### config.mk
export PLATFORM = sky130hd
export DESIGN_NAME = uart_tx_port
export DESIGN_NICKNAME = d
export VERILOG_FILES = /design/src/rtl/uart_pkg.sv /design/src/rtl/uart_tx_fifo.sv /design/src/rtl/uart_tx_port.sv
export SDC_FILE = /design/constraint.sdc
export NUM_CORES = 1
export LEC_CHECK = 0
export BUFFER_PORTS_ARGS = -buffer_cell sky130_fd_sc_hd__buf_2
export CAP_MARGIN = 40
export CELL_PAD_IN_SITES_DETAIL_PLACEMENT = 0
export CELL_PAD_IN_SITES_GLOBAL_PLACEMENT = 1
export CORE_MARGIN = 2
export CORE_UTILIZATION = 46
export DETAILED_ROUTE_END_ITERATION = 10
export GPL_TIMING_DRIVEN = 1
export PLACE_DENSITY_LB_ADDON = 0.1
export SLEW_MARGIN = 0
export SYNTH_ARGS = -nofsm -noshare
export SYNTH_HDL_FRONTEND = slang
export SYNTH_HIERARCHICAL = 1
export SYNTH_SLANG_ARGS = --single-unit
export TNS_END_PERCENT = 5
### constraint.sdc
create_clock -name CLK -period 3.67 [get_ports CLK]
set_clock_uncertainty 0.2 [all_clocks]
set_input_delay 0.367 -clock CLK [delete_from_list [all_inputs] [get_ports CLK]]
set_output_delay 0.367 -clock CLK [all_outputs]
set_load 0.005 [all_outputs]
### src/rtl/uart_pkg.sv
// Shared types and constants for the UART transmit port.
// Used by uart_tx_port; the UART_TX_PARITY_EN option relies on the S_PARITY state defined here.
package uart_pkg;

   typedef enum logic [2:0] {
      S_IDLE,
      S_START,
      S_DATA,
      S_PARITY,
      S_STOP
   } tx_state_t;

   localparam int DATA_BITS = 8;

   // Bit positions inside the status word
   localparam int STAT_FULL = 0;
   localparam int STAT_BUSY = 1;
   localparam int STAT_OVF  = 2;

endpackage

### src/rtl/uart_tx_fifo.sv
// Transmit FIFO with a show-ahead read port; dout always shows the oldest entry.
// DEPTH must be a power of two so the pointers wrap on their own.
module uart_tx_fifo #(
   parameter int DEPTH = 4,
   parameter int WIDTH = 8
) (
   input  logic             CLK,
   input  logic             RST,
   input  logic             push,
   input  logic             pop,
   input  logic [WIDTH-1:0] din,
   output logic [WIDTH-1:0] dout,
   output logic             full,
   output logic             empty
);

   localparam int AW = $clog2(DEPTH);

   logic [WIDTH-1:0] r_mem [DEPTH];
   logic [AW-1:0]    r_wrPtr;
   logic [AW-1:0]    r_rdPtr;
   logic [AW:0]      r_count;
   logic             w_doPush;
   logic             w_doPop;

   assign full     = (r_count == (AW+1)'(DEPTH));
   assign empty    = (r_count == '0);
   assign w_doPush = push && !full;
   assign w_doPop  = pop && !empty;
   assign dout     = r_mem[r_rdPtr];

   // Storage carries no reset; only the pointers and count define validity
   always_ff @(posedge CLK) begin
      if (w_doPush) begin
         r_mem[r_wrPtr] <= din;
      end
   end

   always_ff @(posedge CLK or posedge RST) begin
      if (RST) begin
         r_wrPtr <= '0;
         r_rdPtr <= '0;
         r_count <= '0;
      end else begin
         if (w_doPush) begin
            r_wrPtr <= r_wrPtr + 1'b1;
         end
         if (w_doPop) begin
            r_rdPtr <= r_rdPtr + 1'b1;
         end
         case ({w_doPush, w_doPop})
            2'b10:   r_count <= r_count + 1'b1;
            2'b01:   r_count <= r_count - 1'b1;
            default: r_count <= r_count;
         endcase
      end
   end

endmodule

### src/rtl/uart_tx_port.sv
// Memory-mapped UART transmitter: byte writes to TX_ADDR are queued and sent 8N1.
// Define UART_TX_PARITY_EN to insert an even-parity bit after the data bits (8E1).
module uart_tx_port
   import uart_pkg::*;
#(
   parameter int          CLK_HZ     = 100000000,
   parameter int          BAUD       = 115200,
   parameter logic [7:0]  TX_ADDR    = 8'hF0,
   parameter logic [7:0]  STAT_ADDR  = 8'hF1,
   parameter int          FIFO_DEPTH = 4
) (
   input  logic        CLK,
   input  logic        RST,
   input  logic [7:0]  address,
   input  logic        write_en,
   input  logic        read_en,
   input  logic [15:0] input_data,
   output logic [15:0] output_data,
   output logic        UART_RXD_OUT
);

   localparam int             DIV      = CLK_HZ / BAUD;
   localparam int             CW       = $clog2(DIV + 1);
   localparam logic [CW-1:0]  DIV_LAST = CW'(DIV - 1);
   localparam logic [2:0]     BIT_LAST = 3'(DATA_BITS - 1);

   tx_state_t     r_state;
   logic [7:0]    r_shift;
   logic [CW-1:0] r_baudCnt;
   logic [2:0]    r_bitCnt;
   logic          r_line;
   logic          r_ovf;
`ifdef UART_TX_PARITY_EN
   logic          r_parity;
`endif

   logic          w_full;
   logic          w_empty;
   logic [7:0]    w_dout;
   logic          w_pop;
   logic          w_wrTx;
   logic          w_rdStat;
   logic          w_busy;
   logic          w_baudDone;
   logic          w_unused;

   assign w_unused   = &{1'b0, input_data[15:8]};
   assign w_wrTx     = write_en && (address == TX_ADDR);
   assign w_rdStat   = read_en && (address == STAT_ADDR);
   assign w_baudDone = (r_baudCnt == DIV_LAST);
   assign w_busy     = (r_state != S_IDLE) || !w_empty;
   assign w_pop      = !w_empty && ((r_state == S_IDLE) || ((r_state == S_STOP) && w_baudDone));
   assign UART_RXD_OUT = r_line;

   uart_tx_fifo #(
      .DEPTH (FIFO_DEPTH),
      .WIDTH (8)
   ) u_fifo (
      .CLK   (CLK),
      .RST   (RST),
      .push  (w_wrTx),
      .pop   (w_pop),
      .din   (input_data[7:0]),
      .dout  (w_dout),
      .full  (w_full),
      .empty (w_empty)
   );

   // The line is registered alongside the state so every bit boundary is glitch-free
   always_ff @(posedge CLK or posedge RST) begin
      if (RST) begin
         r_state   <= S_IDLE;
         r_shift   <= '0;
         r_baudCnt <= '0;
         r_bitCnt  <= '0;
         r_line    <= 1'b1;
`ifdef UART_TX_PARITY_EN
         r_parity  <= 1'b0;
`endif
      end else begin
         case (r_state)
            S_IDLE: begin
               r_line    <= 1'b1;
               r_baudCnt <= '0;
               r_bitCnt  <= '0;
               if (!w_empty) begin
                  r_shift <= w_dout;
`ifdef UART_TX_PARITY_EN
                  r_parity <= ^w_dout;
`endif
                  r_line  <= 1'b0;
                  r_state <= S_START;
               end
            end
            S_START: begin
               if (w_baudDone) begin
                  r_baudCnt <= '0;
                  r_line    <= r_shift[0];
                  r_state   <= S_DATA;
               end else begin
                  r_baudCnt <= r_baudCnt + 1'b1;
               end
            end
            S_DATA: begin
               if (w_baudDone) begin
                  r_baudCnt <= '0;
                  if (r_bitCnt == BIT_LAST) begin
                     r_bitCnt <= '0;
`ifdef UART_TX_PARITY_EN
                     r_line   <= r_parity;
                     r_state  <= S_PARITY;
`else
                     r_line   <= 1'b1;
                     r_state  <= S_STOP;
`endif
                  end else begin
                     r_bitCnt <= r_bitCnt + 1'b1;
                     r_shift  <= {1'b0, r_shift[7:1]};
                     r_line   <= r_shift[1];
                  end
               end else begin
                  r_baudCnt <= r_baudCnt + 1'b1;
               end
            end
`ifdef UART_TX_PARITY_EN
            S_PARITY: begin
               if (w_baudDone) begin
                  r_baudCnt <= '0;
                  r_line    <= 1'b1;
                  r_state   <= S_STOP;
               end else begin
                  r_baudCnt <= r_baudCnt + 1'b1;
               end
            end
`endif
            S_STOP: begin
               if (w_baudDone) begin
                  r_baudCnt <= '0;
                  if (!w_empty) begin
                     r_shift <= w_dout;
`ifdef UART_TX_PARITY_EN
                     r_parity <= ^w_dout;
`endif
                     r_line  <= 1'b0;
                     r_state <= S_START;
                  end else begin
                     r_line  <= 1'b1;
                     r_state <= S_IDLE;
                  end
               end else begin
                  r_baudCnt <= r_baudCnt + 1'b1;
               end
            end
            default: begin
               r_line    <= 1'b1;
               r_baudCnt <= '0;
               r_bitCnt  <= '0;
               r_state   <= S_IDLE;
            end
         endcase
      end
   end

   // An overflow in the same cycle as a status read wins, so it is never lost
   always_ff @(posedge CLK or posedge RST) begin
      if (RST) begin
         r_ovf <= 1'b0;
      end else if (w_wrTx && w_full) begin
         r_ovf <= 1'b1;
      end else if (w_rdStat) begin
         r_ovf <= 1'b0;
      end
   end

   always_comb begin
      output_data = '0;
      if (w_rdStat) begin
         output_data[STAT_FULL] = w_full;
         output_data[STAT_BUSY] = w_busy;
         output_data[STAT_OVF]  = r_ovf;
      end
   end

endmodule

==> impl_metrics.py, run 1 <==
metrics = {
    "floorplanning": {
        "core_area_sq_um": 6680,
        "io_pins": 45,
        "die-area_sq_um": 7480,
        "fp-row-count": 30,
        "start_util": 0.469,
        "die_height_um": 86.5,
        "die_w_um": 86.5,
    },
    "sta": {
        "fmax_mhz": 335,
        "finalSetupViolations": 0,
        "fin_crit_sh": 0.813,
        "grt_setup_unrepaired": "no",
        "worstMarginPinSlew_ns": 0.601,
        "maxSlewHeadroom": 0.599,
        "report.final.slew_viol_count": 0,
        "finalSetupTns_ns": 0,
        "fin_crit_ns": 2.98,
        "timing.final.hold_violations": 0,
        "timing.final.ws_setup_ns": 0.685,
    },
    "cts": {
        "h-tree-depth": 3,
        "numCtsBuffers": 9,
        "clock_latency_ns": 0.34,
        "clockBufferDepth": 2,
        "cts-root-buf": "clkbuf_8",
        "clk_pin_slew_ns": 0.08,
        "cts_tree": "built",
        "cts_setup_buffers": 0,
        "cts.sinks": 65,
    },
    "setup_path": {
        "path_depth": 12,
        "reg2reg_depth": 12,
        "critPathMaxFanout": 9,
        "max_stage_delay_ns": 0.40,
        "critPathArrivalTime_ns": 3.05,
        "setup.worst_path.start": "r_baudCnt[0]",
        "ff2ff_setup_slack_ns": 0.69,
        "cp_slowest_cell": "dfrtp_1",
        "endpoint_kind": "flip-flop",
        "path_cells": "ha_1 -> nor3b_1 -> nand4_4 -> o21ai_1 -> and2_1 -> o31a_2 -> ha_1 -> inv_1 -> fa_1 -> xor2_1 -> nor2_1 -> xor2_1",
        "crit_family": "simple AND/OR/NAND/NOR gates",
        "critPathCapture": "u_fifo/r_count[2]",
        "cp-start-kind": "flip-flop",
        "r2r_end": "u_fifo/r_count[2]",
        "critPathRequiredTime_ns": 3.73,
        "cp_num_buf_inv": 1,
        "criticalPathCategory": "flip-flop to flip-flop",
        "r2r-start": "r_baudCnt[0]",
    },
    "synthesis": {
        "async_reset_ff_frac": 0.508,
        "ys_ff_latch": 65,
        "yosys_most_used_dff": "edfxtp_1",
        "syn_area_sq_um": 3130,
        "synth-simple-area-share": 0.111,
        "yosysSeqAreaShare": 0.571,
        "muxShareOfSynthArea": 0.129,
        "synth_fa_ha_area_frac": 0.0384,
        "synthesis.instances": 229,
        "synth_compound_area_frac": 0.0491,
        "synth_top_family_by_area": "multiplexers",
        "synth.distinct_cells": 48,
        "synth_edf_count": 32,
        "synth_xor_area_frac": 0.0392,
        "avgSynthCellArea_sq_um": 13.7,
        "ys_warn_count": 6,
    },
    "cells_and_area": {
        "fin_nets": 295,
        "utilization": 0.528,
        "design_area_sq_um": 3530,
        "fillers": 588,
        "multi_input_area_sq_um": 1200,
        "diodes": 0,
        "register_area_sq_um": 1790,
        "syn_to_final_growth_pct": 12.6,
        "drive_gt1_frac": 0.300,
    },
    "routing": {
        "via_count": 1736,
        "dr.pass1.iters": 5,
        "routed_wl_um": 4950,
        "post_drt_wl_per_cell_um": 14.4,
        "ant_nets": 0,
        "drc": 0,
        "drt_iter0_drc": 73,
        "routed_via_density": 5.06,
    },
    "pwr": {
        "ir_drop_uv": 342,
        "p_sw_frac": 0.296,
        "pwr-share-seq": 0.448,
        "netSwitchingPower_mw": 0.670,
        "p_total_mw": 2.26,
        "p_leak_nw": 1.48,
        "pwr-share-clk": 0.303,
        "power_frac_comb": 0.248,
        "intPower_mw": 1.59,
        "powerDensity_nw_per_um2": 640,
    },
    "grt": {
        "grt_pass1_wl_um": 8450,
        "grt_use_total": 0.151,
        "grt_max_degree": 20,
        "grt_overflow_total": 0,
        "grt_busiest_layer": "met2",
        "use_met1": 0.198,
        "grt_util_met3": 0.0343,
        "antenna_found_initial": 0,
        "grt_pass1_vias": 1732,
        "use_met2": 0.234,
    },
    "flow_run": {
        "maxCapViolCount": 0,
    },
    "placed_design": {
        "place_hpwl_um": 3410,
        "dp_slack_ns": 0.713,
        "gp_congestion": 0.744,
        "port-buffer-count": 23,
        "placedInstanceArea_sq_um": 3290,
    },
    "status": {
        "status": "complete, no violations",
    },
    "min_path": {
        "min_path_type": "input pin to flip-flop",
    },
}
[sequential cells by signal, summed over array words and instances (netlist names)]
signal,flops
u_fifo/r_mem,32
r_baudCnt,10
r_shift,8
r_bitCnt,3
r_state,3
u_fifo/r_count,3
u_fifo/r_rdPtr,2
u_fifo/r_wrPtr,2
UART_RXD_OUT,1
r_ovf,1
[how the worst min path moves through the flow]
| stage | start | to | slack, ns | depth (start not counted) |
|---|---|---|---|---|
| 6_report | input_data[4] | u_fifo/r_mem[2][4] | 0.03 | 1 |
| 5_1_grt | input_data[4] | u_fifo/r_mem[2][4] | 0.02 | 1 |
| 4_1_cts | input_data[4] | u_fifo/r_mem[2][4] | 0.01 | 1 |
| 3_5_place_dp | RST | u_fifo/r_wrPtr[1] | 0.12 | 2 |
| 3_3_place_gp | RST | u_fifo/r_count[1] | 0.12 | 2 |
| 2_1_floorplan | RST | u_fifo/r_count[0] | -0.03 | 1 |
[per-stage QoR]
stage | instances | hold WS, ns
detailed placement | 326 | 0.119
finish | 343 | 0.0324
CTS | 343 | 0.0141
global route | 343 | 0.0233
global placement | 325 | 0.115
floorplan | 241 | -0.0296
[per-layer routing]
layer,vias up,part of all wire
met5,-,0
met4,0,0.016
met3,8,0.025
met2,24,0.47
met1,855,0.49
li1,849,-
[power groups by stage]
stage	clock network [mW]	logic, mW	registers (mW)
after floorplan	0	0.527	0.947
after global placement	0	0.554	1.03
after detailed placement	0	0.561	1.03
after CTS	0.708	0.570	1.02
after global routing	0.732	0.632	1.04
final	0.685	0.561	1.01
[Yosys cell counts, types with 2 or more instances]
| master | number | area, sq um |
|---|---|---|
| and2_2 | 4 | 30.0 |
| xor2_1 | 9 | 78.8 |
| inv_1 | 14 | 52.6 |
| mux2i_1 | 3 | 30.0 |
| nor3_1 | 4 | 20.0 |
| nand2_1 | 9 | 33.8 |
| and3_1 | 3 | 18.8 |
| buf_4 | 13 | 97.6 |
| o21ai_0 | 6 | 30.0 |
| a21oi_1 | 2 | 10.0 |
| dfrtp_1 | 32 | 801 |
| and2_1 | 4 | 25.0 |
| nand3_1 | 6 | 30.0 |
| xnor2_1 | 5 | 43.8 |
| mux2_2 | 16 | 180 |
| nand4_1 | 3 | 18.8 |
| edfxtp_1 | 32 | 961 |
| clkbuf_1 | 2 | 7.51 |
| buf_2 | 4 | 20.0 |
| o31ai_1 | 2 | 15.0 |
| ha_1 | 8 | 100 |
| a31oi_1 | 2 | 12.5 |
| mux4_2 | 8 | 180 |
| nor2_1 | 14 | 52.6 |
[repair_timing]
action / in CTS / in global routing
hold buffers: 1 / 0
setup endpoints to repair: 0 / 0
endpoints found under the hold margin: 13 / 0
resized for setup: 0 / 0
[area by class of cell]
type | instances | share of cell area
inverters | 14 | 0.0149
well taps | 80 | 0.0284
multi-input cells | 142 | 0.340
clock inverters | 7 | 0.0291
flip-flops and latches | 65 | 0.507
repair buffers | 26 | 0.0454
clock buffers | 9 | 0.0351
[kinds of logic (layout without fill, tap and decap cells)]
| kind of cell | after synthesis | after routing |
|---|---|---|
| AND/OR/NAND/NOR | 58 | 58 |
| AO/OA/AOI/OAI | 20 | 20 |
| flip-flops | 65 | 65 |
| multiplexers | 28 | 28 |
| XOR/XNOR | 14 | 14 |
| buffers and inverters | 34 | 56 |
| other | 1 | 13 |
| adder cells (fa/ha/maj) | 9 | 9 |
[cells in the final DEF (no fill, tap or decap), types with 2 or more instances in the layout]
cell type and n:
and3_1 3, mux4_2 8, xnor2_1 5, and2_2 4
buf_2 23, dfrtp_1 32, inv_1 14, nand4_1 3
edfxtp_1 32, and2_1 4, nor2_1 14, clkinv_4 2
o31ai_1 2, clkbuf_8 9, nor3_1 4, nand3_1 6
a21oi_1 2, mux2_2 16, bufinv_16 2, conb_1 13
nand2_1 9, a31oi_1 2, o21ai_0 6, xor2_1 9
ha_1 8, mux2i_1 3
[worst reg2reg max path: stages, from the launching register on]
cell and delay [ns]:
dfrtp_1 0.40, ha_1 0.21, nor3b_1 0.34, nand4_4 0.24
o21ai_1 0.17, and2_1 0.15, o31a_2 0.17, ha_1 0.18
inv_1 0.07, fa_1 0.37, xor2_1 0.15, nor2_1 0.11
xor2_1 0.15
(Power assumes the default switching activity.)
==> run 2: changes to the inputs <==
--- a/config.mk
+++ b/config.mk
@@ -10,7 +10,7 @@
 export CELL_PAD_IN_SITES_DETAIL_PLACEMENT = 0
 export CELL_PAD_IN_SITES_GLOBAL_PLACEMENT = 1
 export CORE_MARGIN = 2
-export CORE_UTILIZATION = 46
+export CORE_UTILIZATION = 42
 export DETAILED_ROUTE_END_ITERATION = 10
 export GPL_TIMING_DRIVEN = 1
 export PLACE_DENSITY_LB_ADDON = 0.1
==> constraint.sdc (replaced) <==
create_clock -name CLK -period 2.48 [get_ports CLK]
set_clock_uncertainty 0.2 [all_clocks]
set_input_delay 0.248 -clock CLK [delete_from_list [all_inputs] [get_ports CLK]]
set_output_delay 0.248 -clock CLK [all_outputs]
set_load 0.005 [all_outputs]
==> run 2 against run 1 <==
Sequential power grew 39%. Via count grew 7.5%. Fmax grew 22%. Sequential cell count is the same. Wire length grew 8.7%. First-iteration DRC count shrank 14%. Largest cell class unchanged. Setup slack lost 0.66 ns. Critical path depth is the same.
==> impl_metrics.py, run 2 (synthesis gave the netlist of run 1 again) <==
metrics = {
    "status": {
        "status": "complete, no violations",
    },
    "floorplanning": {
        "fp-row-count": 31,
        "die_w_um": 90.4,
        "io_pins": 45,
        "die-area_sq_um": 8160,
        "core_area_sq_um": 7250,
        "die_height_um": 90.4,
        "start_util": 0.432,
    },
    "min_path": {
        "min_path_type": "input pin to flip-flop",
        "min_from": "address[0]",
    },
    "routing": {
        "ant_nets": 0,
        "post_drt_wl_per_cell_um": 13.7,
        "routed_wl_um": 5380,
        "drc": 0,
        "routed_via_density": 4.76,
        "drt_iter0_drc": 63,
        "via_count": 1866,
        "dr.pass1.iters": 5,
    },
    "setup_path": {
        "cp_slowest_cell": "dfrtp_1",
        "max_stage_delay_ns": 0.36,
        "critPathCapture": "u_fifo/r_count[2]",
        "ff2ff_setup_slack_ns": 0.02,
        "path_cells": "ha_2 -> nor3b_4 -> nand4_4 -> o21ai_4 -> and2_4 -> o31a_4 -> ha_4 -> inv_2 -> fa_2 -> xor2_1 -> nor2_1 -> xor2_1",
        "reg2reg_depth": 12,
        "crit_top_cell": "xor2_1",
        "cp-start-kind": "flip-flop",
        "r2r-start": "r_baudCnt[1]",
        "r2r_end": "u_fifo/r_count[2]",
        "critPathMaxFanout": 2,
        "setup.worst_path.start": "r_baudCnt[1]",
        "critPathRequiredTime_ns": 2.54,
        "endpoint_kind": "flip-flop",
        "criticalPathCategory": "flip-flop to flip-flop",
        "critPathArrivalTime_ns": 2.52,
    },
    "cells_and_area": {
        "syn_to_final_growth_pct": 21.4,
        "largestRegisters": "u_fifo/r_mem: 32 flops, r_baudCnt: 10 flops, r_shift: 8 flops",
        "regMostFlops": "u_fifo/r_mem",
        "diodes": 0,
        "fin_nets": 325,
        "layout_common_cells": "32 x dfrtp_1, 32 x edfxtp_1, 24 x buf_4",
        "fillers": 628,
        "drive_gt1_frac": 0.372,
        "largest_reg_flops": 32,
    },
    "sta": {
        "grt_setup_unrepaired": "yes",
        "timing.final.hold_violations": 0,
        "finalSetupTns_ns": 0,
        "fin_crit_sh": 0.991,
        "finalSetupViolations": 0,
        "fmax_mhz": 407,
        "fin_crit_ns": 2.46,
        "report.final.slew_viol_count": 0,
    },
    "cts": {
        "numCtsBuffers": 9,
        "cts.sinks": 65,
        "cts_tree": "built",
        "clock_latency_ns": 0.34,
        "cts-root-buf": "clkbuf_8",
        "clk_pin_slew_ns": 0.08,
        "h-tree-depth": 3,
        "clockBufferDepth": 2,
    },
    "grt": {
        "grt_pass1_wl_um": 9140,
        "antenna_found_initial": 0,
        "grt_overflow_total": 0,
        "grt_max_degree": 27,
        "grt_pass1_vias": 1944,
        "grt_use_total": 0.144,
    },
    "placed_design": {
        "gp_congestion": 0.728,
        "place_hpwl_um": 3760,
        "port-buffer-count": 23,
    },
    "pwr": {
        "p_sw_frac": 0.301,
        "power_frac_comb": 0.332,
        "p_total_mw": 3.46,
        "pwr-share-clk": 0.263,
        "intPower_mw": 2.42,
        "ir_drop_uv": 431,
        "netSwitchingPower_mw": 1.04,
        "powerDensity_nw_per_um2": 909,
        "p_leak_nw": 1.61,
        "pwr-share-seq": 0.405,
    },
    "flow_run": {
        "maxCapViolCount": 0,
    },
}
-- run 2: how the worst min path moves through the flow --
stage                                   end  slack (ns)  depth (start not counted)
after floorplan           u_fifo/r_count[0]       -0.15                          1
after global placement    u_fifo/r_count[1]      -0.001                          2
after detailed placement  u_fifo/r_count[1]       0.005                          2
after CTS                             r_ovf        0.05                          3
after global routing                  r_ovf        0.09                          3
final                                 r_ovf        0.06                          3
-- run 2: power by group through the flow --
stage | Combinational [mW] | Sequential [mW] | Clock (mW)
6_report | 1.15 | 1.40 | 0.909
5_1_grt | 1.28 | 1.42 | 0.978
4_1_cts | 1.17 | 1.40 | 0.934
3_5_place_dp | 1.13 | 1.43 | 0
3_3_place_gp | 1.11 | 1.42 | 0
2_1_floorplan | 0.819 | 1.40 | 0
-- run 2: worst max-delay path: cells and delay by family, from the launching register on --
| family | cells | cell delay, ns |
|---|---|---|
| xor+xnor | 2 | 0.29 |
| simple gates | 4 | 0.63 |
| buf+inv | 1 | 0.03 |
| flops | 1 | 0.36 |
| compound gates | 2 | 0.23 |
| fa+ha+maj | 3 | 0.63 |
-- run 2: cell type report --
class                      instances  area, sq um  share of cell area
timing repair buffer              56          385               0.101
multi-input combinational        142         1250               0.329
tap                               99          124              0.0326
clock buffer                       9          124              0.0326
inverter                          14         52.6              0.0138
clock inverter                     7         77.6              0.0204
sequential                        65         1790               0.470
-- run 2: what timing repair did --
item | in CTS | in global routing
pin swaps | 2 | 0
gates resized for setup | 3 | 0
endpoints found under the hold margin | 64 | 0
endpoints found under the setup margin | 1 | 1
buffers inserted | 0 | 0
hold buffers | 9 | 0
-- run 2: stage by stage --
stage | util | instances | hold WS [ns] | setup WS [ns] | instance area (sq um)
after detailed placement | 0.483 | 367 | 0.00531 | -0.0423 | 3500
after floorplan | - | 241 | -0.149 | -0.0885 | 3220
after CTS | 0.524 | 392 | 0.0534 | -0.00485 | 3800
final | 0.524 | 392 | 0.0634 | 0.0235 | 3800
after global placement | 0.483 | 367 | -0.00122 | 0.00450 | 3500
after global routing | 0.524 | 392 | 0.0946 | -0.106 | 3800
-- run 2: layer usage --
metal	share of wire	vias to the layer above	global-route usage	routed length, um
met3	0.026	8	0.0326	139
met1	0.46	912	0.179	2500
met5	0	-	0	0
li1	-	916	-	-
met2	0.49	30	0.242	2660
met4	0.017	0	0.0615	91
